===== src/rtl/fetch_pkg.sv =====
`default_nettype none
// ============================================================================
// Module      : fetch_pkg
// Description : Shared types and constants for the RV32 instruction fetch
//               stage: fetch state encoding, PC increment, default reset PC.
//               The HALT state exists only when FETCH_MISALIGN_TRAP_EN is
//               defined.
// Revision    : 1.0 - initial release
// ============================================================================
package fetch_pkg;

   localparam logic [31:0] PC_STEP          = 32'd4;
   localparam logic [31:0] DEFAULT_RESET_PC = 32'h0000_0000;

`ifdef FETCH_MISALIGN_TRAP_EN
   typedef enum logic [2:0] {
      ST_IDLE  = 3'd0,
      ST_FETCH = 3'd1,
      ST_WAIT  = 3'd2,
      ST_ISSUE = 3'd3,
      ST_HALT  = 3'd4
   } fetch_state_t;
`else
   typedef enum logic [2:0] {
      ST_IDLE  = 3'd0,
      ST_FETCH = 3'd1,
      ST_WAIT  = 3'd2,
      ST_ISSUE = 3'd3
   } fetch_state_t;
`endif

endpackage
`default_nettype wire


===== src/rtl/next_pc_sel.sv =====
`default_nettype none
// ============================================================================
// Module      : next_pc_sel
// Description : Purely combinational next-PC selection for the fetch stage.
//               Priority: JALR target (bit 0 cleared), JAL target, taken BEQ
//               target, sequential PC + 4. All arithmetic wraps mod 2^32.
// Ports       : instr_pc    - PC of the retiring instruction
//               imm         - sign-extended immediate
//               alu_out     - ALU result (JALR target rs1 + imm)
//               branch_*    - control unit branch flags
//               alu_compare - srcA == srcB
//               next_pc     - selected next fetch address
//               misaligned  - next_pc[1:0] != 0 (FETCH_MISALIGN_TRAP_EN only)
// Revision    : 1.0 - initial release
// ============================================================================
module next_pc_sel
   import fetch_pkg::*;
(
   input  logic [31:0] instr_pc,
   input  logic [31:0] imm,
   input  logic [31:0] alu_out,
   input  logic        branch_beq,
   input  logic        branch_jal,
   input  logic        branch_jalr,
   input  logic        alu_compare,
   output logic [31:0] next_pc
`ifdef FETCH_MISALIGN_TRAP_EN
   ,
   output logic        misaligned
`endif
);

   logic [31:0] w_branch_target;
   logic [31:0] w_seq_pc;
   logic        w_unused_alu_lsb;

   assign w_branch_target  = instr_pc + imm;
   assign w_seq_pc         = instr_pc + PC_STEP;
   // JALR architecturally discards bit 0 of the computed target.
   assign w_unused_alu_lsb = alu_out[0];

   always_comb begin
      next_pc = w_seq_pc;
      if (branch_jalr) begin
         next_pc = {alu_out[31:1], 1'b0};
      end else if (branch_jal) begin
         next_pc = w_branch_target;
      end else if (branch_beq && alu_compare) begin
         next_pc = w_branch_target;
      end
   end

`ifdef FETCH_MISALIGN_TRAP_EN
   assign misaligned = |next_pc[1:0];
`endif

endmodule
`default_nettype wire


===== src/rtl/fetch_unit.sv =====
`default_nettype none
// ============================================================================
// Module      : fetch_unit
// Description : Instruction fetch stage of the single-cycle RV32 core. Holds
//               the PC, fetches one instruction at a time over a
//               req/gnt/rvalid handshake, presents it to decode and selects
//               the next PC when execute retires it. One instruction in
//               flight at any time.
// Config      : FETCH_MISALIGN_TRAP_EN - when defined, a retire whose next PC
//               is not word aligned updates the PC, raises the sticky
//               misalign output and parks the unit in HALT until reset.
// Ports       : clk, rst_n              - clock, async active-low reset
//               imem_req/imem_addr      - registered fetch request/address
//               imem_gnt/imem_rvalid/imem_rdata - memory handshake/response
//               instr/instr_pc/pc_plus4/instr_valid - to decode
//               instr_ready             - execute retires instr
//               branch_beq/jal/jalr, alu_compare, imm, alu_out - next PC
//               misalign                - sticky trap flag (macro only)
// Revision    : 1.0 - initial release
// ============================================================================
module fetch_unit
   import fetch_pkg::*;
#(
   parameter logic [31:0] RESET_PC = DEFAULT_RESET_PC
)(
   input  logic        clk,
   input  logic        rst_n,
   output logic        imem_req,
   output logic [31:0] imem_addr,
   input  logic        imem_gnt,
   input  logic        imem_rvalid,
   input  logic [31:0] imem_rdata,
   output logic [31:0] instr,
   output logic [31:0] instr_pc,
   output logic [31:0] pc_plus4,
   output logic        instr_valid,
   input  logic        instr_ready,
   input  logic        branch_beq,
   input  logic        branch_jal,
   input  logic        branch_jalr,
   input  logic        alu_compare,
   input  logic [31:0] imm,
   input  logic [31:0] alu_out
`ifdef FETCH_MISALIGN_TRAP_EN
   ,
   output logic        misalign
`endif
);

   fetch_state_t r_state;
   fetch_state_t w_state_nxt;
   logic [31:0]  r_pc;
   logic [31:0]  r_instr;
   logic         r_req;
   logic         r_valid;
   logic         w_capture;
   logic         w_retire;
   logic [31:0]  w_next_pc;
`ifdef FETCH_MISALIGN_TRAP_EN
   logic         w_misaligned;
   logic         r_misalign;
`endif

   next_pc_sel u_next_pc_sel (
      .instr_pc    (r_pc),
      .imm         (imm),
      .alu_out     (alu_out),
      .branch_beq  (branch_beq),
      .branch_jal  (branch_jal),
      .branch_jalr (branch_jalr),
      .alu_compare (alu_compare),
      .next_pc     (w_next_pc)
`ifdef FETCH_MISALIGN_TRAP_EN
      ,
      .misaligned  (w_misaligned)
`endif
   );

   // Retire only counts while an instruction is actually presented.
   assign w_retire = (r_state == ST_ISSUE) && instr_ready;

   always_comb begin
      w_state_nxt = r_state;
      w_capture   = 1'b0;
      case (r_state)
         ST_IDLE: begin
            w_state_nxt = ST_FETCH;
         end
         ST_FETCH: begin
            // A response without a grant belongs to a request cut off by
            // reset and must not be taken as ours.
            if (imem_gnt) begin
               if (imem_rvalid) begin
                  w_capture   = 1'b1;
                  w_state_nxt = ST_ISSUE;
               end else begin
                  w_state_nxt = ST_WAIT;
               end
            end
         end
         ST_WAIT: begin
            if (imem_rvalid) begin
               w_capture   = 1'b1;
               w_state_nxt = ST_ISSUE;
            end
         end
         ST_ISSUE: begin
            if (instr_ready) begin
`ifdef FETCH_MISALIGN_TRAP_EN
               w_state_nxt = w_misaligned ? ST_HALT : ST_FETCH;
`else
               w_state_nxt = ST_FETCH;
`endif
            end
         end
`ifdef FETCH_MISALIGN_TRAP_EN
         ST_HALT: begin
            w_state_nxt = ST_HALT;
         end
`endif
         default: begin
            w_state_nxt = ST_IDLE;
         end
      endcase
   end

   always_ff @(posedge clk or negedge rst_n) begin
      if (!rst_n) begin
         r_state <= ST_IDLE;
         r_pc    <= RESET_PC;
         r_instr <= 32'h0;
         r_req   <= 1'b0;
         r_valid <= 1'b0;
      end else begin
         r_state <= w_state_nxt;
         // Request/valid are flops decoded from the next state so that no
         // input has a combinational path to these outputs.
         r_req   <= (w_state_nxt == ST_FETCH);
         r_valid <= (w_state_nxt == ST_ISSUE);
         if (w_capture) begin
            r_instr <= imem_rdata;
         end
         if (w_retire) begin
            r_pc <= w_next_pc;
         end
      end
   end

`ifdef FETCH_MISALIGN_TRAP_EN
   always_ff @(posedge clk or negedge rst_n) begin
      if (!rst_n) begin
         r_misalign <= 1'b0;
      end else if (w_retire && w_misaligned) begin
         r_misalign <= 1'b1;
      end
   end

   assign misalign = r_misalign;
`endif

   // The PC only moves on retire, so the fetch address and the PC of the
   // presented instruction are the same register.
   assign imem_req    = r_req;
   assign imem_addr   = r_pc;
   assign instr       = r_instr;
   assign instr_pc    = r_pc;
   assign pc_plus4    = r_pc + PC_STEP;
   assign instr_valid = r_valid;

endmodule
`default_nettype wire


===== config.mk =====
export PLATFORM = sky130hd
export DESIGN_NAME = fetch_unit
export DESIGN_NICKNAME = d
export VERILOG_FILES = /design/src/rtl/fetch_pkg.sv /design/src/rtl/next_pc_sel.sv /design/src/rtl/fetch_unit.sv
export SDC_FILE = /design/constraint.sdc
export NUM_CORES = 1
export LEC_CHECK = 0
export BUFFER_PORTS_ARGS = -buffer_cell sky130_fd_sc_hd__buf_2
export CELL_PAD_IN_SITES_DETAIL_PLACEMENT = 1
export CELL_PAD_IN_SITES_GLOBAL_PLACEMENT = 1
export CORE_MARGIN = 2
export CORE_UTILIZATION = 39
export CTS_BUF_LIST = sky130_fd_sc_hd__clkbuf_4 sky130_fd_sc_hd__clkbuf_8
export DETAILED_ROUTE_END_ITERATION = 10
export GPL_TIMING_DRIVEN = 0
export PLACE_DENSITY_LB_ADDON = 0.2
export SYNTH_ARGS = -nofsm -noshare
export SYNTH_HDL_FRONTEND = slang
export SYNTH_SLANG_ARGS = --single-unit

===== constraint.sdc =====
create_clock -name clk -period 9.05 [get_ports clk]
set_clock_uncertainty 0.15 [all_clocks]
set_input_delay 0.905 -clock clk [delete_from_list [all_inputs] [get_ports clk]]
set_output_delay 0.905 -clock clk [all_outputs]
set_load 0.02 [all_outputs]

# Word-level counts from Yosys, hierarchy flattened
# Cells that the tools add are included.
# Widths: inputs -> output; s select.
[totals]
wordCells = 26
regBits = 69
[op_classes]
reduce_logical = 3
eq_ne = 5
muxes = 11
add_sub_neg = 2
[op_table]
columns = ["op", "n"]
rows = [
  ["$mux 32", 3],
  ["$add 32x3->32 const B", 1],
  ["$add 32x32->32", 1],
  ["$pmux 3 s4", 1],
  ["$eq 3x2->1 const B", 3],
  ["$mux 3", 3],
  ["$eq 3x1->1 const B", 2],
  ["$logic_not 3->1", 1],
  ["$mux 1", 3],
  ["$logic_and 1x1->1", 2],
  ["$pmux 1 s2", 1],
]

# Depth between registers and ports, before layout
# Gate-level depths: netlist of the first run.
[depth]
ltp_word = 4
mapped_depth = 12

# Modules after synthesis
# From an unflattened synthesis of the first run, not the netlist that was laid out.
[unflattened]
cells_unflattened = 735
area_unflattened_um2 = 6468.7
[by_module_without_submodules]
columns = ["mod", "area_each_um2", "cells_each", "instances", "seq_area_each_um2"]
rows = [
  ["fetch_unit", 3385.7, 270, 1, 1726.7],
  ["next_pc_sel", 3083.0, 465, 1, 0.0],
]

# Worst setup path before layout of the first run
# Ideal clock, no wire load.
[synth_path]
path_type = "input-to-reg"
from = "in imm[5]"
to = "reg r_pc[23] (netlist: imem_addr[23])"
arrival_time_ps = 3250
path_buffers = 0
required_time_ps = 8774
stages = 10
setup_time_ps = 126
setup_slack_ps = 5524
cell_sequence = "ha_1 -> a21o_1 -> a2111oi_2 -> or3b_4 -> a41oi_4 -> o21ai_2 -> a31oi_2 -> xor2_1 -> o21ai_1 -> a221o_1"
[synth_via]
elab_chain_cells = 4
[synth_lines]
columns = ["item", "line_no", "rtl"]
rows = [
  ["from (decl)", "fetch_unit.sv:42", "input logic [31:0] imm,"],
  ["$add 32x32->32 *", "next_pc_sel.sv:37", "assign w_branch_target = instr_pc + imm;"],
  ["$mux 32", "next_pc_sel.sv:48", "end else if (branch_beq && alu_compare) begin"],
  ["$mux 32 *", "next_pc_sel.sv:46", "end else if (branch_jal) begin"],
  ["$mux 32 *", "next_pc_sel.sv:44", "if (branch_jalr) begin"],
  ["to (signal assigned)", "fetch_unit.sv:144", "r_pc <= w_next_pc;"],
  ["to (decl)", "fetch_unit.sv:52", "logic [31:0] r_pc;"],
]
# Mark *: on every way between the ends. The rest lies on a longest branch, timed or not.
# A chain may end at the register's enable or synchronous reset.

# Final worst setup path of the first run
[layout_path]
from = "reg r_pc[5] (netlist: imem_addr[5])"
to = "out pc_plus4[31]"
[layout_via]
elab_chain_cells = 1
[layout_lines]
columns = ["item", "line_no", "rtl"]
rows = [
  ["$add 32x3->32", "fetch_unit.sv:167", "assign pc_plus4 = r_pc + PC_STEP;"],
  ["to (decl)", "fetch_unit.sv:35", "output logic [31:0] pc_plus4,"],
]
# Every way passes these cells.

==> out/metrics.csv, run 1 <==
stage;metric;value;unit
cts;cts-root-buf;clkbuf_8;
synth;ys_types;60;
placement;place_hpwl;17.90;mm
setup_path;setup.worst_path.end;pc_plus4[31];
drt;drt-total-wl;22.92;mm
floorplanning;die_w;124.1;um
global_route;grt_max_degree;70;
floorplanning;dieArea;15400;um^2
drt;drtPass1Iterations;4;
pwr;clockPowerShare;0.154;
setup_path;crit_fanout;7;
global_route;grt_pass1_wl;34.53;mm
synth;netlist_instances;659;
layout;area_growth;28.85;%
synth;syn_nets;797;
global_route;antenna_found_initial;3;
floorplanning;row_count;43;
layout;mostFrequentLayoutCell;buf_2;
pwr;p_seq_frac;0.263;
sta;finalSetupViolations;0;
sta;worstMarginPinSlew;0.9175;ns
floorplanning;core;13990;um^2
synth;synth_area_leaders;dfrtp_1 31%, ha_1 7.1%, mux2_2 6.6%;
cts;post_cts_buffers;0;
worst_hold_path;hp-class;reg -> reg;
synth;syn_avg_cell_area;8.536;um^2
cts;cts_hold_buf;0;
synth;ys_ff_latch;69;
cts;cts_num_sinks;69;
setup_path;rr_worst_depth;9;
cts;clk_latency;0.38;ns
sta;max_freq;0.2462;GHz
synth;ys.warnings.count;0;
setup_path;crit_path_end_kind;output pin;
placement;dpl.cell_count;1072;
drt;vias_per_cell;5.596;
synth;synth_area_leader_cell;dfrtp_1;
global_route;grt_pass1_vias;6437;
sta;rsz0062_at_grt;no;
global_route;grt-ovfl-total;0;
synth;ys.flop_type;dfrtp_1;
pwr;p_sw_frac;0.4831;
pwr;intPower;1.016;mW
sta;hold_viol;0;
setup_path;crit_type;reg -> out;
drt;num_vias;6100;
cts;cts-buffers-inserted;9;
cts;cts_tree;done;
cts;path_clk_slew;0.07;ns
sta;min_period;4.061;ns
cts;post_cts_resized;0;
drt;drc;0;
global_route;gr-usage-all-layers;0.2966;
sta;slew_viol_final;0;
setup_path;rrSetupSlack;5.53;ns
drt;route.detailed.wl_per_inst;21.03;um
synth;ys_seq_area_frac;0.3069;
layout;drive_gt1_frac;0.3634;
setup_path;cp-startpoint;imem_addr[5];
cts;clk_path_buf_depth;2;
sta;relSlewSlack;0.3883;
setup_path;timing.rr.end;imem_addr[29];
pwr;p_leak;3.659;nW
placement;place_congestion;0.8953;
setup_path;cp.required;8.00;ns
floorplanning;num_io_pins;235;
pwr;powerDensity;271.0;nW/um^2
layout;layout_common_cells;234 x buf_2, 74 x nand2_1, 69 x dfrtp_1;
floorplanning;die_h;124.1;um
status;status;finished, final reports clean;
synth;synth_top_area_share;0.3069;
setup_path;rr_startpoint;imem_addr[7];
synth;synth-edff-count;0;
cts;htreeDepth;3;
floorplanning;initial_core_util;0.4021;
drt;drt_iter0_markers;318;
run;drv_cap;0;
sta;final.setup.tns;0;ns
layout;final_cells;1090;
pwr;ir_drop;0.09865;mV
pwr;switching_power;0.9490;mW
drt;antenna_left;0;
layout;nets;1041;
setup_path;worst_ep_arrival_time;3.01;ns
sta;fin_crit_sh;0.4488;
synth;synthArstFlopShare;1.000;
placement;io_buffer_count;233;
synth;synthesis.area;5625;um^2
setup_path;cp-start-kind;register;
pwr;combPwrFrac;0.583;
==> critical path: stages, from the launching register on <==
cell and delay (ns):
dfrtp_1 0.50, and3_1 0.22, nand3_1 0.26, or3_1 0.57
nor2_1 0.39, and4_1 0.29, xor2_1 0.20, buf_2 0.21
==> kinds of logic (layout without fill, tap and decap cells) <==
family | after synthesis | count (layout) | share of synthesized area
AND/OR/NAND/NOR | 214 | 214 | 0.1797
AO/OA/AOI/OAI | 173 | 173 | 0.2024
buffers and inverters | 76 | 325 | 0.07518
flip-flops | 69 | 69 | 0.3069
XOR/XNOR | 56 | 56 | 0.08719
multiplexers | 37 | 37 | 0.07318
adder cells (fa/ha/maj) | 33 | 33 | 0.07473
other | 1 | 3 | 0.0006666
==> cell usage after synthesis, types with 7 or more instances <==
| cell type | instances |
|---|---|
| buf_4 | 34 |
| nand2_1 | 74 |
| o21bai_1 | 7 |
| xnor2_1 | 34 |
| o21ai_0 | 40 |
| a21oi_1 | 45 |
| inv_1 | 15 |
| nor2_1 | 46 |
| a21o_1 | 14 |
| ha_1 | 32 |
| nand3_1 | 25 |
| xor2_1 | 22 |
| mux2_2 | 33 |
| a31oi_1 | 11 |
| clkbuf_1 | 23 |
| and3_1 | 15 |
| dfrtp_1 | 69 |
| o211ai_1 | 8 |
| nor3_1 | 17 |
==> how the worst min path moves through the flow <==
stage	from	to	slack (ns)	depth (start not counted)
2_1_floorplan	r_state[2]	r_state[0]	0.34	1
3_3_place_gp	instr[3]	instr[3]	0.33	1
3_5_place_dp	instr[17]	instr[17]	0.34	1
4_1_cts	instr[26]	instr[26]	0.36	1
5_1_grt	instr[3]	instr[3]	0.37	1
6_report	instr[26]	instr[26]	0.36	1
==> flip-flops by register name (all words and copies together), names as in the netlist <==
name and count:
imem_addr 32, instr 32, r_state 3, imem_req 1, instr_valid 1
==> power groups by stage <==
stage | clock [mW] | combinational (mW) | sequential, mW
after floorplan | 0 | 0.684 | 0.595
after global placement | 0 | 1.10 | 0.509
after detailed placement | 0 | 1.14 | 0.521
after CTS | 0.305 | 1.14 | 0.515
after global routing | 0.319 | 1.24 | 0.531
final | 0.302 | 1.15 | 0.516
==> area by class of cell <==
type / count / area (um^2)
well taps: 180 / 225.2
multi-input cells: 514 / 3476
repair buffers: 233 / 1169
flip-flops and latches: 69 / 1727
inverters: 15 / 56.30
fillers: 1798 / 6740
diodes: 2 / 5.005
clock buffers: 10 / 137.6
clock inverters: 6 / 86.33
plain buffers: 61 / 366.6
==> routing by layer <==
metal	part of all wire	wire length [um]	global-route usage
met4	0.029	657	0.1299
met5	0.00057	13	0
met3	0.063	1435	0.06181
met1	0.42	9697	0.3552
met2	0.49	11120	0.5116
==> metrics by stage <==
stage	area (um^2)	power, mW	worst slack (ns)	hold slack [ns]	util
after floorplan	5625	1.279	5.524	0.3412	-
after global placement	7017	1.611	5.111	0.3336	0.5016
after detailed placement	7019	1.658	5.039	0.3445	0.5018
after CTS	7243	1.965	4.994	0.3608	0.5178
after global routing	7248	2.094	4.819	0.3687	0.5182
final	7248	1.965	4.989	0.3583	0.5182
Note: power is estimated with default switching activity, not from simulation.
==> run 2: changes to the inputs <==
CORE_UTILIZATION = 36   (was 39)
clock period = 3.8 ns   (was 9.05 ns; I/O delays follow)
==> out/metrics.csv, run 2 (synthesized netlist as in run 1, its figures left out) <==
stage;metric;value;unit;change
drt;antenna_left;0;;unchanged
cts;cts-buffers-inserted;9;;unchanged
sta;relSlewSlack;0.4618;;+0.07348
setup_path;rr_worst_depth;9;;unchanged
floorplanning;die_h;129.0;um;+4.0%
setup_path;rrSetupSlack;0.29;ns;-5.24 ns
global_route;grt-ovfl-total;0;;unchanged
cts;cts_tree;done;;
sta;hold_viol;0;;unchanged
drt;drt-total-wl;21.43;mm;-6.5%
drt;drtPass1Iterations;4;;unchanged
pwr;powerDensity;620.0;nW/um^2;+130%
setup_path;cp-startpoint;imem_addr[4];;
global_route;gr-usage-all-layers;0.2557;;-0.04091
drt;dr.max_layer_used;met5;;
drt;vias_per_cell;5.245;;-6.3%
status;status;finished, final reports clean;;
sta;worstMarginPinSlew;0.8073;ns;-0.1102 ns
sta;fin_crit_sh;0.9390;;
layout;mostFrequentLayoutCell;buf_2;;
placement;preCtsSetupSlack;0.3194;ns;-4.719 ns
global_route;grt_pass1_vias;5962;;-7.4%
setup_path;worst_ep_arrival_time;3.04;ns;+0.03 ns
floorplanning;die_w;129.0;um;+4.0%
drt;drc;0;;unchanged
sta;final.setup.tns;0;ns;unchanged
drt;route.met2.wl;10.56;mm;-5.0%
setup_path;cp.required;3.27;ns;-4.73 ns
sta;max_freq;0.2803;GHz;
pwr;p_leak;3.669;nW;+0.29%
setup_path;timing.rr.end;imem_addr[29];;
placement;place_congestion;0.8743;;-2.3%
cts;htreeDepth;3;;unchanged
cts;clk_latency;0.36;ns;-0.02 ns
setup_path;rr_startpoint;imem_addr[5];;
setup_path;setup.worst_path.end;pc_plus4[31];;
cts;cts-root-buf;clkbuf_8;;
worst_hold_path;hold_depth;2;;+1
sta;min_period;3.568;ns;
layout;area_growth;29.69;%;
drt;wl_met3;1.571;mm;+9.5%
floorplanning;core;15260;um^2;+9.1%
global_route;grt_pass1_wl;32.63;mm;-5.5%
placement;place_hpwl;16.94;mm;-5.4%
sta;slew_viol_final;0;;unchanged
pwr;ir_drop;0.2037;mV;+110%
layout;layout_common_cells;234 x buf_2, 74 x nand2_1, 69 x dfrtp_1;;
layout;drive_gt1_frac;0.3637;;about the same
floorplanning;initial_core_util;0.3687;;-0.03347
cts;post_cts_buffers;0;;unchanged
cts;path_clk_slew;0.09;ns;+0.02 ns
floorplanning;num_io_pins;235;;unchanged
drt;num_vias;5880;;-3.6%
drt;route.detailed.wl_per_inst;19.11;um;-9.1%
setup_path;crit_fanout;8;;+1
sta;finalSetupViolations;0;;unchanged
drt;drt_iter0_markers;245;;-23%
global_route;antenna_found_initial;1;;-2
drt;met1_length;9.074;mm;-6.4%
setup_path;crit_type;reg -> out;;
layout;nets;1043;;+0.19%
cts;clk_path_buf_depth;2;;unchanged
run;drv_cap;0;;unchanged
sta;worst_slack;0.2319;ns;-4.757 ns
worst_hold_path;hp-class;in -> reg;;
setup_path;cp-start-kind;register;;
floorplanning;dieArea;16640;um^2;+8.1%
setup_path;crit_path_end_kind;output pin;;
placement;io_buffer_count;233;;unchanged
cts;cts_num_sinks;69;;unchanged
global_route;grt_max_degree;48;;-31%
layout;diodes;0;;-2
floorplanning;row_count;45;;+4.7%
sta;rsz0062_at_grt;no;;
==> run 2: cell types whose count changed in the layout (fill, tap and decap cells not counted), sizes merged <==
cell / previous run / this run
diode: 2 / 0
buf: 271 / 272
clkinvlp: 1 / 0
bufinv: 2 / 1
dlygate4sd3: 0 / 1
clkinv: 3 / 5
==> run 2: metrics by stage <==
step | hold slack, ns | util | instances | area, um^2 | total power, mW
5_1_grt | 0.09355 | 0.4781 | 1121 | 7296 | 4.855
6_report | 0.08917 | 0.4781 | 1121 | 7296 | 4.524
3_5_place_dp | 0.1745 | 0.4644 | 1104 | 7086 | 3.899
4_1_cts | 0.08150 | 0.4781 | 1121 | 7296 | 4.555
2_1_floorplan | -0.06559 | - | 659 | 5625 | 3.047
3_3_place_gp | 0.3343 | 0.4624 | 1103 | 7056 | 3.844
==> run 2: worst max-delay path: stages (launching register included) <==
cell,delay [ns]
dfrtp_1,0.52
and3_1,0.23
nand3_1,0.24
or3_1,0.55
nor2_1,0.42
and4_1,0.30
xor2_1,0.20
buf_2,0.21
==> run 2: per-layer routing <==
metal | vias up | GRT usage
met5 | - | 0
met4 | 2 | 0.06650
met3 | 16 | 0.05114
met2 | 200 | 0.4416
met1 | 2844 | 0.3271
li1 | 2818 | -
==> run 2: report_power, final <==
group | total [mW] | switching [mW] | internal (mW)
clock | 0.639 | 0.319 | 0.320
sequential | 1.21 | 0.277 | 0.937
combinational | 2.67 | 1.58 | 1.09
==> run 2: final cells by class <==
type	count	area, um^2
plain buffers	61	366.6
flip-flops and latches	69	1727
repair buffers	235	1206
clock buffers	10	137.6
multi-input cells	514	3476
well taps	211	264.0
fillers	1945	7963
inverters	15	56.30
clock inverters	6	62.56
==> run 2: worst min-delay path by stage <==
stage                         from      endpoint
floorplan                    rst_n  imem_addr[0]
global placement         instr[25]     instr[25]
detailed placement           rst_n     instr[10]
CTS                 imem_rdata[22]     instr[22]
global route        imem_rdata[30]     instr[30]
finish              imem_rdata[22]     instr[22]
==> run 2: repair_timing <==
item / CTS / global route
endpoints found under the hold margin: 22 / 0
hold buffers: 1 / 0
resized for setup: 0 / 0
